File: config.mk
export PLATFORM = sky130hd
export DESIGN_NAME = fu_issue
export DESIGN_NICKNAME = d
export VERILOG_FILES = /design/src/rtl/fu_issue.sv
export SDC_FILE = /design/constraint.sdc
export NUM_CORES = 1
export LEC_CHECK = 0
export ABC_AREA = 1
export CAP_MARGIN = 20
export CORE_MARGIN = 3
export CORE_UTILIZATION = 30
export DETAILED_ROUTE_END_ITERATION = 16
export SLEW_MARGIN = 10
export SYNTH_ARGS = -nofsm -noshare
export SYNTH_HDL_FRONTEND = slang
export SYNTH_SLANG_ARGS = --single-unit
File: constraint.sdc
create_clock -name clk -period 4.7 [get_ports clk]
set_clock_uncertainty 0.1 [all_clocks]
set_input_delay 0.94 -clock clk [delete_from_list [all_inputs] [get_ports clk]]
set_output_delay 0.94 -clock clk [all_outputs]
set_load 0.03 [all_outputs]
File: src/rtl/fu_issue.sv
// ============================================================================
//  Module   : fu_issue
//  Purpose  : Issue/writeback stage feeding the fu functional unit; register
//             file, RAW stall against in-flight results, result writeback.
//  Revision : 1.0  initial release
// ============================================================================
`default_nettype none

module fu_issue #(
    parameter int DSIZE  = 16,
    parameter int OPSIZE = 5,
    parameter int RSIZE  = 3,
    parameter int FU_LAT = 1
) (
    input  logic              clk,
    input  logic              rst,
    input  logic              ins_valid_i,
    output logic              ins_ready_o,
    input  logic [OPSIZE-1:0] ins_op_i,
    input  logic [RSIZE-1:0]  ins_rd_i,
    input  logic [RSIZE-1:0]  ins_ra_i,
    input  logic [RSIZE-1:0]  ins_rb_i,
    output logic [OPSIZE-1:0] op_o,
    output logic [DSIZE-1:0]  data_a_o,
    output logic [DSIZE-1:0]  data_b_o,
    output logic              issue_o,
    input  logic [DSIZE-1:0]  F_i,
    input  logic              Z_i,
    input  logic              N_i,
    input  logic              C_i,
    input  logic              V_i,
    output logic [3:0]        flags_o,
    output logic              busy_o,
    input  logic [RSIZE-1:0]  dbg_addr_i,
    output logic [DSIZE-1:0]  dbg_data_o
);

    localparam int c_NREG = 1 << RSIZE;
    localparam int c_NSTG = FU_LAT + 1;

    logic [DSIZE-1:0]  rf_q [c_NREG];
    logic [DSIZE-1:0]  rf_d [c_NREG];
    logic [OPSIZE-1:0] op_q, op_d;
    logic [DSIZE-1:0]  data_a_q, data_a_d;
    logic [DSIZE-1:0]  data_b_q, data_b_d;
    logic              issue_q, issue_d;
    logic [3:0]        flags_q, flags_d;
    logic [c_NSTG-1:0] pv_q, pv_d;
    logic [RSIZE-1:0]  prd_q [c_NSTG];
    logic [RSIZE-1:0]  prd_d [c_NSTG];

    logic w_hz;
    logic w_accept;
    logic w_wb;

    // r0 is a constant zero, so it can never be a true dependency.
    always_comb begin
        w_hz = 1'b0;
        for (int i = 0; i < c_NSTG; i++) begin
            if (pv_q[i] && (prd_q[i] != '0) &&
                ((prd_q[i] == ins_ra_i) || (prd_q[i] == ins_rb_i))) begin
                w_hz = 1'b1;
            end
        end
    end

    assign ins_ready_o = !rst && !w_hz;
    assign w_accept    = ins_valid_i && ins_ready_o;
    assign w_wb        = pv_q[c_NSTG-1];

    always_comb begin
        pv_d[0]  = w_accept;
        prd_d[0] = ins_rd_i;
        for (int i = 1; i < c_NSTG; i++) begin
            pv_d[i]  = pv_q[i-1];
            prd_d[i] = prd_q[i-1];
        end
    end

    // Operands read the pre-writeback value; the stall guarantees no RAW overlap.
    always_comb begin
        op_d     = op_q;
        data_a_d = data_a_q;
        data_b_d = data_b_q;
        issue_d  = w_accept;
        flags_d  = flags_q;
        for (int i = 0; i < c_NREG; i++) begin
            rf_d[i] = rf_q[i];
        end
        if (w_accept) begin
            op_d     = ins_op_i;
            data_a_d = rf_q[ins_ra_i];
            data_b_d = rf_q[ins_rb_i];
        end
        if (w_wb) begin
            flags_d = {Z_i, N_i, C_i, V_i};
            if (prd_q[c_NSTG-1] != '0) begin
                rf_d[prd_q[c_NSTG-1]] = F_i;
            end
        end
    end

    always_ff @(posedge clk) begin
        if (rst) begin
            op_q     <= '0;
            data_a_q <= '0;
            data_b_q <= '0;
            issue_q  <= 1'b0;
            flags_q  <= '0;
            pv_q     <= '0;
            for (int i = 0; i < c_NSTG; i++) begin
                prd_q[i] <= '0;
            end
            for (int i = 0; i < c_NREG; i++) begin
                rf_q[i] <= '0;
            end
        end else begin
            op_q     <= op_d;
            data_a_q <= data_a_d;
            data_b_q <= data_b_d;
            issue_q  <= issue_d;
            flags_q  <= flags_d;
            pv_q     <= pv_d;
            for (int i = 0; i < c_NSTG; i++) begin
                prd_q[i] <= prd_d[i];
            end
            for (int i = 0; i < c_NREG; i++) begin
                rf_q[i] <= rf_d[i];
            end
        end
    end

    assign op_o       = op_q;
    assign data_a_o   = data_a_q;
    assign data_b_o   = data_b_q;
    assign issue_o    = issue_q;
    assign flags_o    = flags_q;
    assign busy_o     = |pv_q;
    assign dbg_data_o = rf_q[dbg_addr_i];

endmodule

`default_nettype wire

# Word level (Yosys, flattened, before mapping)
# Memories as Yosys holds them, arrays and structs flattened. A register that Yosys moved wholly into a read port is not among the register bits.
# Cells that the tools add are included.
[word_totals]
ff_bits = 12
ram_bits = 134
input_bits = 40
memories = 2
[op_classes]
n_lt_le_gt_ge = 2
n_eq_ne = 4
n_mux = 20
bitwise_logic = 11
reduce_logical = 14
[memory_table]
columns = ["memory", "depth", "width", "read_ports", "rd_clocked_by_memory_dff", "wr", "line_no", "rtl"]
rows = [
  ["rf_q", 8, 16, 11, 2, 8, "41", "logic [DSIZE-1:0] rf_q [c_NREG];"],
  ["prd_q", 2, 3, 2, 0, 2, "49", "logic [RSIZE-1:0] prd_q [c_NSTG];"],
]
[ops]
columns = ["operator", "count"]
rows = [
  ["2-to-1 mux 128 bit", 2],
  ["2-to-1 mux 16 bit", 9],
  ["bitwise mux 128 bit", 1],
  ["demux 16 bit (select 3 bit)", 1],
  ["== test 3 bit", 4],
  ["bitwise OR 1 bit", 10],
  ["logical AND 1 bit", 7],
  ["2-to-1 mux 3 bit", 2],
  ["nonzero test 3 bit", 2],
  ["2-to-1 mux 1 bit", 5],
  [">= comparator 4 bit (second input constant)", 1],
  ["less-than comparator 4 x 1 -> 1 bit (second input constant)", 1],
  ["NOT 3 -> 4 bit", 1],
  ["logical NOT 1 bit", 2],
  ["logical OR 1 bit", 2],
  ["OR reduction 2 bit", 1],
]

# Longest topological paths before layout
# Gate-level depths: netlist (run 1).
[depth]
depth_word = 9
mapped_depth = 13

# Worst setup path after synthesis (run 1)
# No wires, ideal clock.
[synth_path]
path_type = "input -> output"
start = "input dbg_addr_i[1]"
end = "output dbg_data_o[10]"
arrival_ns = 2.278
required_time_ns = 3.660
setup_slack_ns = 1.382
path_stages = 6
path_buffers = 3
cell_sequence = "buf_2 inv_1 clkbuf_1 buf_2 a221oi_1 a31oi_1"
[synth_between]
elab_chain_cells = 1
[synth_lines]
columns = ["item", "line_no", "rtl"]
rows = [
  ["from (decl)", "34", "input logic [RSIZE-1:0] dbg_addr_i,"],
  ["memory (8 x 16 bit)", "n/a", ""],
  ["to (decl)", "35", "output logic [DSIZE-1:0] dbg_data_o"],
]
# No other way between the ends.

# Worst setup path after layout (run 1)
[layout_path]
start = "input dbg_addr_i[1]"
end = "output dbg_data_o[13]"
# The elaborated chain is that of the path after synthesis.

==> summary.md, run 1 <==
| Metric | Value |
|---|---|
| Area leader, netlist | `dfxtp_1` |
| Die X | `187.8 um` |
| Hold Buf Count CTS | `0` |
| Setup Viol. Count Final | `0` |
| Postcts setup bufs | `0` |
| # nets final | `1626` |
| Syn_nets | `1601` |
| Global Route met1 Usage | `0.2912` |
| Ports | `100` |
| Clock transition at the registers of the reported paths | `0.06 ns` |
| Die ar. | `0.03527 sq mm` |
| Setup TNS | `0 ns` |
| Yosys cell types | `26` |
| Tightest Hold Check Type | `register to register` |
| Yosys top cell area share | `0.3574` |
| Die Ht | `187.8 um` |
| Vias | `10730` |
| Commonest cells in the synthesized netlist | `nand2_1, dfxtp_1, o21ai_0` |
| Final Cycle Share | `0.7939` |
| CP max stage cell | `clkdlybuf4s50_1` |
| Reg2reg end | `op_o[3]$_SDFFE_PP0P_` |
| CP arrival | `2.69 ns` |
| Avg Cell Area, Syn | `6.352 sq um` |
| Number of global-route vias before repair | `10030` |
| Register area | `0.003543 sq mm` |
| Total Routed Length | `37460 um` |
| Maximum vdd drop | `0.2859 mV` |
| Max Slew Vio Count | `0` |
| GP Congestion | `0.8548` |
| Post-Syn Area | `0.009916 sq mm` |
| Critical Path Source | `dbg_addr_i[1]` |
| Post-synthesis sequential element count | `177` |
| RSZ-0062 raised after global routing | `false` |
| Multi-input logic area | `0.005200 sq mm` |
| Max-cap viol count | `0` |
| Detailed Place HPWL | `22920 um` |
| Row Count | `65` |
| Met2 Use GR | `0.3142` |
| Clock latency on the worst-skew pair | `0.45 ns` |
| Starting Density | `0.3094` |
| Synthesis-to-finish area growth | `20.58%` |
| GRT busiest layer | `met2` |
| WL per Instance | `18.41 um` |
| Final Hold Vio Count | `0` |
| Crit-path max cell delay | `0.50 ns` |
| R2r startpoint | `prd_q[0][5]$_SDFF_PP0_` |
| Iteration-0 DRC Markers | `1196` |
| GR Util met3 | `0.04356` |
| Post-Synthesis Cells | `1561` |
| I/O Buffers | `99` |
| DRT Pass-1 Iters | `6` |
| Worst-path fanout max | `27` |
| Clk buf depth | `2` |
| FILL cells | `3433` |
| Clock Sinks | `177` |
| Status | `complete, no violations` |
| Routed Antenna Nets | `0` |
| Inserted Clock Buffers | `17` |
| Cell Pwr Density | `314.2 mW/mm^2` |
| PostCTS Resize Cnt | `0` |
| Remaining DRCs | `0` |
| Area contributors post-synth | `dfxtp_1, nand2_1, o21ai_0` |
| Area of placed instances | `0.01129 sq mm` |
| Post-layout minimum cycle time | `3.731 ns` |
| Total congestion overflow | `0` |
| Pin count of the biggest net entering global routing | `101` |
| Slew @ Worst Pin | `0.9779 ns` |
| CP Cell Sequence | `clkdlybuf4s50_1 -> inv_1 -> buf_4 -> a21oi_1 -> a221oi_1 -> a31oi_1 -> buf_12` |
| First-pass GRT wire length | `57680 um` |
| Core area | `0.03204 sq mm` |
| Post-synth ARST share | `0` |
| Critical Path RT | `3.66 ns` |
| Termination of the worst setup path | `dbg_data_o[13]` |
| Pleak | `4.461 nW` |
| Root Driver | `clkbuf_16` |
| Vias per inst | `5.274` |
| H-tree depth | `4` |
| Startpoint Class | `input pin` |
| Post-synth EDFFs | `0` |
| FMAX | `268.0 MHz` |
| Warnings, synthesis | `0` |
| Gr usage total | `0.2064` |
| Antenna violations before repair | `1` |
| CP Class | `input pin to primary output` |
| Share of layout cells above drive strength 1 | `0.08318` |
| Cell area after layout | `0.01196 sq mm` |
| Type of destination of the critical path | `primary output` |
| Main synth FF type | `dfxtp_1` |
| Max-slew headroom | `0.3481` |
| Seq/Total Area, Yosys | `0.3574` |
| R2r setup slk | `2.50 ns` |
| CTS tree | `done` |
| R2R cell count | `10` |
| Count leader, synth | `nand2_1` |
## cell families (layout without fill, tap and decap cells)
group / Yosys count / count (layout) / synth area share
AND/OR/NAND/NOR: 727 / 727 / 0.3179
AO/OA/AOI/OAI: 359 / 359 / 0.1990
buffers and inverters: 290 / 328 / 0.1187
flip-flops: 177 / 177 / 0.3574
XOR/XNOR: 8 / 8 / 0.007067
other: 0 / 1 / 0
## power by group
part / internal [mW] / switching, mW
Combinational: 0.228 / 0.421
Clock: 0.916 / 0.634
Sequential: 1.53 / 0.0240
Total: 2.68 / 1.08
## state kept, by name, indices dropped and copies added (netlist names)
name and flops:
rf_q 128, data_a_o 16, data_b_o 16, prd_q 6, op_o 5, flags_o 4, pv_q 2
## per-layer routing
layer,routed length [um],share of wire
met2,16330,0.44
met4,751,0.020
met5,0,0
met1,16770,0.45
met3,3608,0.096
## worst min path at each step
stage                                   startpoint                        to  slack, ns  cells after the start
after CTS                 rf_q[0][10]$_SDFFE_PP0P_  rf_q[0][10]$_SDFFE_PP0P_       0.36                      2
after global routing       rf_q[0][3]$_SDFFE_PP0P_   rf_q[0][3]$_SDFFE_PP0P_       0.38                      2
final                     rf_q[0][13]$_SDFFE_PP0P_  rf_q[0][13]$_SDFFE_PP0P_       0.36                      2
after floorplan            rf_q[0][0]$_SDFFE_PP0P_   rf_q[0][0]$_SDFFE_PP0P_       0.33                      2
after global placement     rf_q[0][3]$_SDFFE_PP0P_   rf_q[0][3]$_SDFFE_PP0P_       0.34                      2
after detailed placement  rf_q[0][10]$_SDFFE_PP0P_  rf_q[0][10]$_SDFFE_PP0P_       0.34                      2
## metrics by stage
step                power, mW  setup slack (ns)  cells  utilization  hold slack [ns]
floorplan               1.964             1.382   1561            -           0.3263
global placement        2.227            0.9799   1999       0.3519           0.3427
detailed placement      2.230            0.9848   2000       0.3523           0.3438
CTS                     3.764            0.9737   2032       0.3717           0.3581
global route            3.875            0.8484   2034       0.3731           0.3824
finish                  3.757            0.9685   2035       0.3731           0.3587
## critical path, delay by kind of cell
kind	cells	cell delay (ns)
buf+inv	4	0.98
compound gates	3	0.75
## area by class of cell
| cell class | instances | share of cell area |
|---|---|---|
| repair buffers | 131 | 0.1189 |
| inverters | 165 | 0.05211 |
| multi-input cells | 1094 | 0.4349 |
| clock inverters | 10 | 0.01319 |
| well taps | 435 | 0.04552 |
| flip-flops and latches | 177 | 0.2964 |
| diodes | 1 | 0.0002093 |
| clock buffers | 22 | 0.03882 |
## layout by cell type, fill, tap and decap left out, types with 8 or more instances in the layout
cell type	instances
clkdlybuf4s50_1	79
dfxtp_1	177
o211ai_1	32
buf_12	17
a31oi_1	17
clkbuf_16	17
nor2_1	139
inv_1	161
nand2_1	342
xnor2_1	8
nand3_1	163
nand4_1	37
a221oi_1	16
a21oi_1	128
nor2_2	40
o21ai_0	164
buf_4	29
No activity file was read; power rests on OpenSTA's default activity.
==> run 2, diff against run 1 <==
clock period = 3.5 ns   (was 4.7 ns; I/O delays follow)
==> run 2 against run 1 <==
Against the previous run: total power is 33% higher; worst hold slack about the same; global-route usage is 0.23 points higher; die area stayed put; sequential share of layout area decreased by 0.23 points; critical path type unchanged; highest routed layer unchanged.
==> summary.md, run 2 (synthesis gave the netlist of run 1 again) <==
| Metric | Value |
|---|---|
| Area of placed instances | `0.01143 sq mm (+1.2%)` |
| CTS tree | `done` |
| Startpoint Class | `input pin` |
| Top reg by flops | `rf_q` |
| Max-slew headroom | `0.3904 (+0.04230)` |
| Inserted Clock Buffers | `17 (unchanged)` |
| WP buf/inv | `4 (unchanged)` |
| Tightest Hold Check Type | `register to register` |
| Clock transition at the registers of the reported paths | `0.07 ns (about the same)` |
| Clock Sinks | `177 (unchanged)` |
| Detailed Place HPWL | `23920 um (+4.4%)` |
| Number of global-route vias before repair | `9715 (-3.1%)` |
| First-pass GRT wire length | `57460 um (-0.40%)` |
| Share of layout cells above drive strength 1 | `0.09125 (+0.008071)` |
| Clock network fraction of total power | `0.402 (-0.011)` |
| PostCTS Resize Cnt | `0 (unchanged)` |
| Most frequent cells in the layout | `nand2_1, dfxtp_1, o21ai_0, nand3_1, inv_1` |
| Pin count of the biggest net entering global routing | `125 (+24%)` |
| Pleak | `4.513 nW (+1.2%)` |
| CP Class | `input pin to primary output` |
| Die ar. | `0.03527 sq mm (unchanged)` |
| Crit-path max cell delay | `0.50 ns (about the same)` |
| Cell Pwr Density | `413.9 mW/mm^2 (+32%)` |
| Core area | `0.03204 sq mm (unchanged)` |
| CP arrival | `2.32 ns (-0.37 ns)` |
| Die Ht | `187.8 um (unchanged)` |
| FILL cells | `3481 (+1.4%)` |
| Pint | `3.521 mW (+32%)` |
| Max Slew Vio Count | `0 (unchanged)` |
| Clk buf depth | `2 (unchanged)` |
| Routed Antenna Nets | `0 (unchanged)` |
| Final Util | `0.3760 (+0.002890)` |
| Antenna violations before repair | `0 (-1)` |
| Setup WS post-layout | `0.3822 ns (-0.5863 ns)` |
| Most used cell, CP | `buf_12` |
| Total Routed Length | `37630 um (+0.44%)` |
| Comb power frac | `0.179 (+0.006)` |
| Critical Path RT | `2.70 ns (-0.96 ns)` |
| Synthesis-to-finish area growth | `21.51%` |
| Max reg flops | `128 (unchanged)` |
| Vias | `10750 (+0.13%)` |
| Starting Density | `0.3094 (unchanged)` |
| GP Congestion | `0.8603 (+0.64%)` |
| Slew @ Worst Pin | `0.9135 ns (-0.06446 ns)` |
| Setup TNS | `0 ns (unchanged)` |
| Total power | `4.987 mW (+33%)` |
| Type of destination of the critical path | `primary output` |
| Cell area after layout | `0.01205 sq mm (+0.77%)` |
| Vias per inst | `5.253 (-0.41%)` |
| Non-Filler Instances | `2046 (+0.54%)` |
| Root Driver | `clkbuf_16` |
| Clock latency on the worst-skew pair | `0.45 ns (about the same)` |
| Final Hold Vio Count | `0 (unchanged)` |
| Register area | `0.003543 sq mm (unchanged)` |
| Switching part of the total power | `0.2938 (+0.006536)` |
| CP top delay family | `buffers and inverters` |
| Hold Buf Count CTS | `0 (unchanged)` |
| Row Count | `65 (unchanged)` |
| Worst hold slack | `0.3589 ns (+0.0001800 ns)` |
| Commonest non-fill, non-tap cell in the layout | `nand2_1` |
| Final Cycle Share | `0.8908` |
| P_sw | `1.465 mW (+36%)` |
| Worst-path fanout max | `39 (+44%)` |
| Max-cap viol count | `0 (unchanged)` |
| N_diodes | `0 (-1)` |
| RSZ-0062 raised after global routing | `false` |
| Setup Viol. Count Final | `0 (unchanged)` |
| H-tree depth | `4 (unchanged)` |
| Ports | `100 (unchanged)` |
| Post-layout minimum cycle time | `3.118 ns` |
| Multi-input logic area | `0.005200 sq mm (unchanged)` |
| Cells after DPL | `2013 (+0.65%)` |
| Die X | `187.8 um (unchanged)` |
| Remaining DRCs | `0 (unchanged)` |
| Status | `complete, no violations` |
| CP max stage cell | `clkdlybuf4s50_1` |
| Total congestion overflow | `0 (unchanged)` |
| # nets final | `1638 (+0.74%)` |
| CP Cell Sequence | `clkdlybuf4s50_1 -> inv_1 -> buf_12 -> a21oi_1 -> o21ai_0 -> a31oi_1 -> buf_12` |
| Postcts setup bufs | `0 (unchanged)` |
| Iteration-0 DRC Markers | `1066 (-11%)` |
| I/O Buffers | `99 (unchanged)` |
| Gr usage total | `0.2088 (+0.002333)` |
| Maximum vdd drop | `0.3535 mV (+24%)` |
| Pre-CTS WS | `0.3881 ns (-0.5967 ns)` |
| FMAX | `320.7 MHz` |
| Sequential power share | `0.419 (+0.005)` |
| WL per Instance | `18.39 um (about the same)` |
| DRT Pass-1 Iters | `6 (unchanged)` |
-- run 2: changes by cell type in the layout (fill, tap and decap cells not counted) --
cell        change
buf_4          +10
inv_6           +1
clkbuf_1        -2
bufinv_16       -1
clkbuf_8        -1
buf_12          +4
buf_16          -1
buf_8           -1
clkinv_4        +2
clkinvlp_4      +1
diode_2         -1
-- run 2: worst paths after layout --
kind | slack [ns] | cells past startpoint | end | startpoint
worst min-delay path | 0.36 | 2 | rf_q[0][7]$_SDFFE_PP0P_ | rf_q[0][7]$_SDFFE_PP0P_
worst min register to register | 0.36 | 2 | rf_q[0][7]$_SDFFE_PP0P_ | rf_q[0][7]$_SDFFE_PP0P_
worst max-delay path | 0.38 | 7 | dbg_data_o[13] | dbg_addr_i[1]
worst max register to register | 1.47 | 10 | data_b_o[10]$_SDFFE_PP0P_ | prd_q[0][4]$_SDFF_PP0_
-- run 2: worst reg2reg max path, delay by kind of cell, from the launching register on --
kind / cells / cell delay (ns)
AO/OA/AOI/OAI: 1 / 0.37
buffers and inverters: 2 / 0.34
flip-flops: 1 / 0.45
AND/OR/NAND/NOR: 7 / 0.66
-- run 2: layer usage --
metal  part of all wire  track usage
met2               0.44       0.3284
met4              0.019      0.05628
met5                  0            0
met3               0.10      0.04300
met1               0.44       0.2910
-- run 2: final cells by class --
class | count | area share
Clock buffer | 19 | 0.03676
Clock inverter | 13 | 0.01340
Inverter | 165 | 0.05171
Multi-Input combinational cell | 1094 | 0.4316
Sequential cell | 177 | 0.2941
Tap cell | 435 | 0.04517
Timing Repair Buffer | 143 | 0.1273
-- run 2: power by group through the flow --
| stage | combinational (mW) | clock, mW | sequential (mW) |
|---|---|---|---|
| 2_1_floorplan | 0.440 | 0 | 2.20 |
| 3_3_place_gp | 0.875 | 0 | 2.14 |
| 3_5_place_dp | 0.880 | 0 | 2.14 |
| 4_1_cts | 0.884 | 2.04 | 2.09 |
| 5_1_grt | 0.954 | 2.12 | 2.09 |
| 6_report | 0.891 | 2.01 | 2.09 |
==> run 3, diff against run 2 <==
CORE_MARGIN = 1.5   (was 3)
SLEW_MARGIN = 20   (was 10)
clock period = 3.85 ns   (was 3.5 ns; I/O delays follow)
==> run 3 against run 2 <==
Against the previous run: flip-flop and latch count did not move; count of clock-buffer cells in the layout rose by 2; worst hold slack got worse by 0.00095 ns; die area fell by 3.2%; via count fell by 2.3%; design area fell by 0.96%; cell count fell by 0.34%; critical endpoint is now dbg_data_o[14]; highest routed layer unchanged.
==> summary.md, run 3 (synthesis gave the netlist of run 1 again) <==
| Metric | Value |
|---|---|
| Maximum vdd drop | `0.3028 mV (-14%)` |
| Detailed Place HPWL | `22770 um (-4.8%)` |
| FILL cells | `3559 (+2.2%)` |
| Final Cycle Share | `0.8570` |
| Pin count of the biggest net entering global routing | `154 (+23%)` |
| Commonest non-fill, non-tap cell in the layout | `nand2_1` |
| Worst-path fanout max | `48 (+23%)` |
| N_diodes | `0 (unchanged)` |
| Setup TNS | `0 ns (unchanged)` |
| Critical Path RT | `2.98 ns (+0.28 ns)` |
| GP Congestion | `0.8553 (-0.58%)` |
| Die Ht | `184.8 um (-1.6%)` |
| Row Count | `66 (+1.5%)` |
| Vias | `10500 (-2.3%)` |
| Post-layout minimum cycle time | `3.299 ns` |
| R2r startpoint | `pv_q[1]$_SDFF_PP0_` |
| Pre-CTS WS | `0.5963 ns (+0.2082 ns)` |
| Root Driver | `clkbuf_16` |
| First-pass GRT wire length | `56570 um (-1.5%)` |
| Pleak | `4.463 nW (-1.1%)` |
| Clock Sinks | `177 (unchanged)` |
| Remaining DRCs | `0 (unchanged)` |
| Iteration-0 DRC Markers | `1316 (+23%)` |
| Antenna violations before repair | `0 (unchanged)` |
| Total power | `4.531 mW (-9.1%)` |
| Tightest Hold Check Type | `register to register` |
| Startpoint Class | `input pin` |
| Ports | `100 (unchanged)` |
| Starting Density | `0.3048 (-0.004689)` |
| R2R cell count | `5 (-5)` |
| Inserted Clock Buffers | `17 (unchanged)` |
| CP Class | `input pin to primary output` |
| Setup WS post-layout | `0.5506 ns (+0.1684 ns)` |
| Reg2reg end | `rf_q[7][2]$_SDFFE_PP0P_` |
| Total congestion overflow | `0 (unchanged)` |
| Die X | `184.8 um (-1.6%)` |
| Most frequent cells in the layout | `nand2_1, dfxtp_1, o21ai_0, nand3_1, inv_1` |
| Max reg flops | `128 (unchanged)` |
| CP arrival | `2.43 ns (+0.11 ns)` |
| Worst hold slack | `0.3579 ns (-0.0009530 ns)` |
| Clock latency on the worst-skew pair | `0.44 ns (about the same)` |
| Top reg by flops | `rf_q` |
| Clk buf depth | `2 (unchanged)` |
| FMAX | `303.1 MHz` |
| Number of global-route vias before repair | `9506 (-2.2%)` |
| Max-cap viol count | `0 (unchanged)` |
| Routed Antenna Nets | `0 (unchanged)` |
| Slew @ Worst Pin | `1.076 ns (+0.1626 ns)` |
| Share of layout cells above drive strength 1 | `0.08453 (-0.006714)` |
| Max-slew headroom | `0.2782 (-0.1122)` |
| PostCTS Resize Cnt | `0 (unchanged)` |
| WL per Instance | `18.14 um (-1.3%)` |
| Type of destination of the critical path | `primary output` |
| Hold Path Sink | `rf_q[0][7]$_SDFFE_PP0P_` |
| Gr usage total | `0.2178 (+0.009054)` |
| Vias per inst | `5.149 (-2.0%)` |
| Postcts setup bufs | `0 (unchanged)` |
| RSZ-0062 raised after global routing | `false` |
| Cell Pwr Density | `379.7 mW/mm^2 (-8.3%)` |
| Status | `complete, no violations` |
| Synthesis-to-finish area growth | `20.35%` |
| I/O Buffers | `99 (unchanged)` |
| Multi-input logic area | `0.005200 sq mm (unchanged)` |
| Hold path start | `rf_q[0][7]$_SDFFE_PP0P_` |
| Die ar. | `0.03415 sq mm (-3.2%)` |
| Setup Viol. Count Final | `0 (unchanged)` |
| Final Hold Vio Count | `0 (unchanged)` |
| DRT Pass-1 Iters | `6 (unchanged)` |
| Max Slew Vio Count | `0 (unchanged)` |
| Hold Buf Count CTS | `0 (unchanged)` |
| Core area | `0.03254 sq mm (+1.5%)` |
| Hold Crit Depth | `2 (unchanged)` |
| Total Routed Length | `36990 um (-1.7%)` |
| H-tree depth | `4 (unchanged)` |
| # nets final | `1625 (-0.79%)` |
| R2r setup slk | `1.46 ns (about the same)` |
| Register area | `0.003543 sq mm (unchanged)` |
| Clock transition at the registers of the reported paths | `0.07 ns (about the same)` |
| CTS tree | `done` |
==> run 3: where the power goes <==
part           leakage (nW)  internal (mW)  switching (mW)
clock                 0.303           1.07           0.777
combinational          2.73          0.281           0.507
sequential             1.43           1.87          0.0265
==> run 3: critical path, cell delays in order <==
cell	delay (ns)
clkdlybuf4s50_1	0.46
inv_1	0.12
buf_12	0.23
a21oi_1	0.07
a221oi_1	0.39
a31oi_1	0.17
buf_12	0.20
==> run 3: metal layers <==
| metal | vias to the layer above | part of all wire | GRT usage |
|---|---|---|---|
| met5 | - | 0 | 0 |
| met4 | 0 | 0.017 | 0.05951 |
| met3 | 47 | 0.093 | 0.04876 |
| met1 | 4789 | 0.47 | 0.3215 |
| met2 | 510 | 0.42 | 0.3138 |
| li1 | 5152 | - | - |
==> run 3: area by class of cell <==
class,instances,area share
multi-input combinational,1094,0.4357
sequential,177,0.2969
timing repair buffer,130,0.1183
inverter,165,0.05221
tap,442,0.04634
clock buffer,21,0.03942
clock inverter,10,0.01111
==> run 3: worst max path at each step <==
stage | startpoint | to | slack (ns) | depth (start not counted)
after global routing | dbg_addr_i[1] | dbg_data_o[5] | 0.49 | 7
after floorplan | dbg_addr_i[1] | dbg_data_o[10] | 0.87 | 6
after CTS | dbg_addr_i[1] | dbg_data_o[13] | 0.57 | 7
after global placement | dbg_addr_i[1] | dbg_data_o[13] | 0.57 | 7
final | dbg_addr_i[1] | dbg_data_o[14] | 0.55 | 7
after detailed placement | dbg_addr_i[1] | dbg_data_o[13] | 0.60 | 7
==> run 3: stage by stage <==
stage / instance area [sq um] / util / cells
after floorplan: 9916 / - / 1561
after global placement: 11300 / 0.3474 / 2007
after detailed placement: 11330 / 0.3483 / 2008
after CTS: 11930 / 0.3668 / 2039
after global routing: 11930 / 0.3668 / 2039
final: 11930 / 0.3668 / 2039
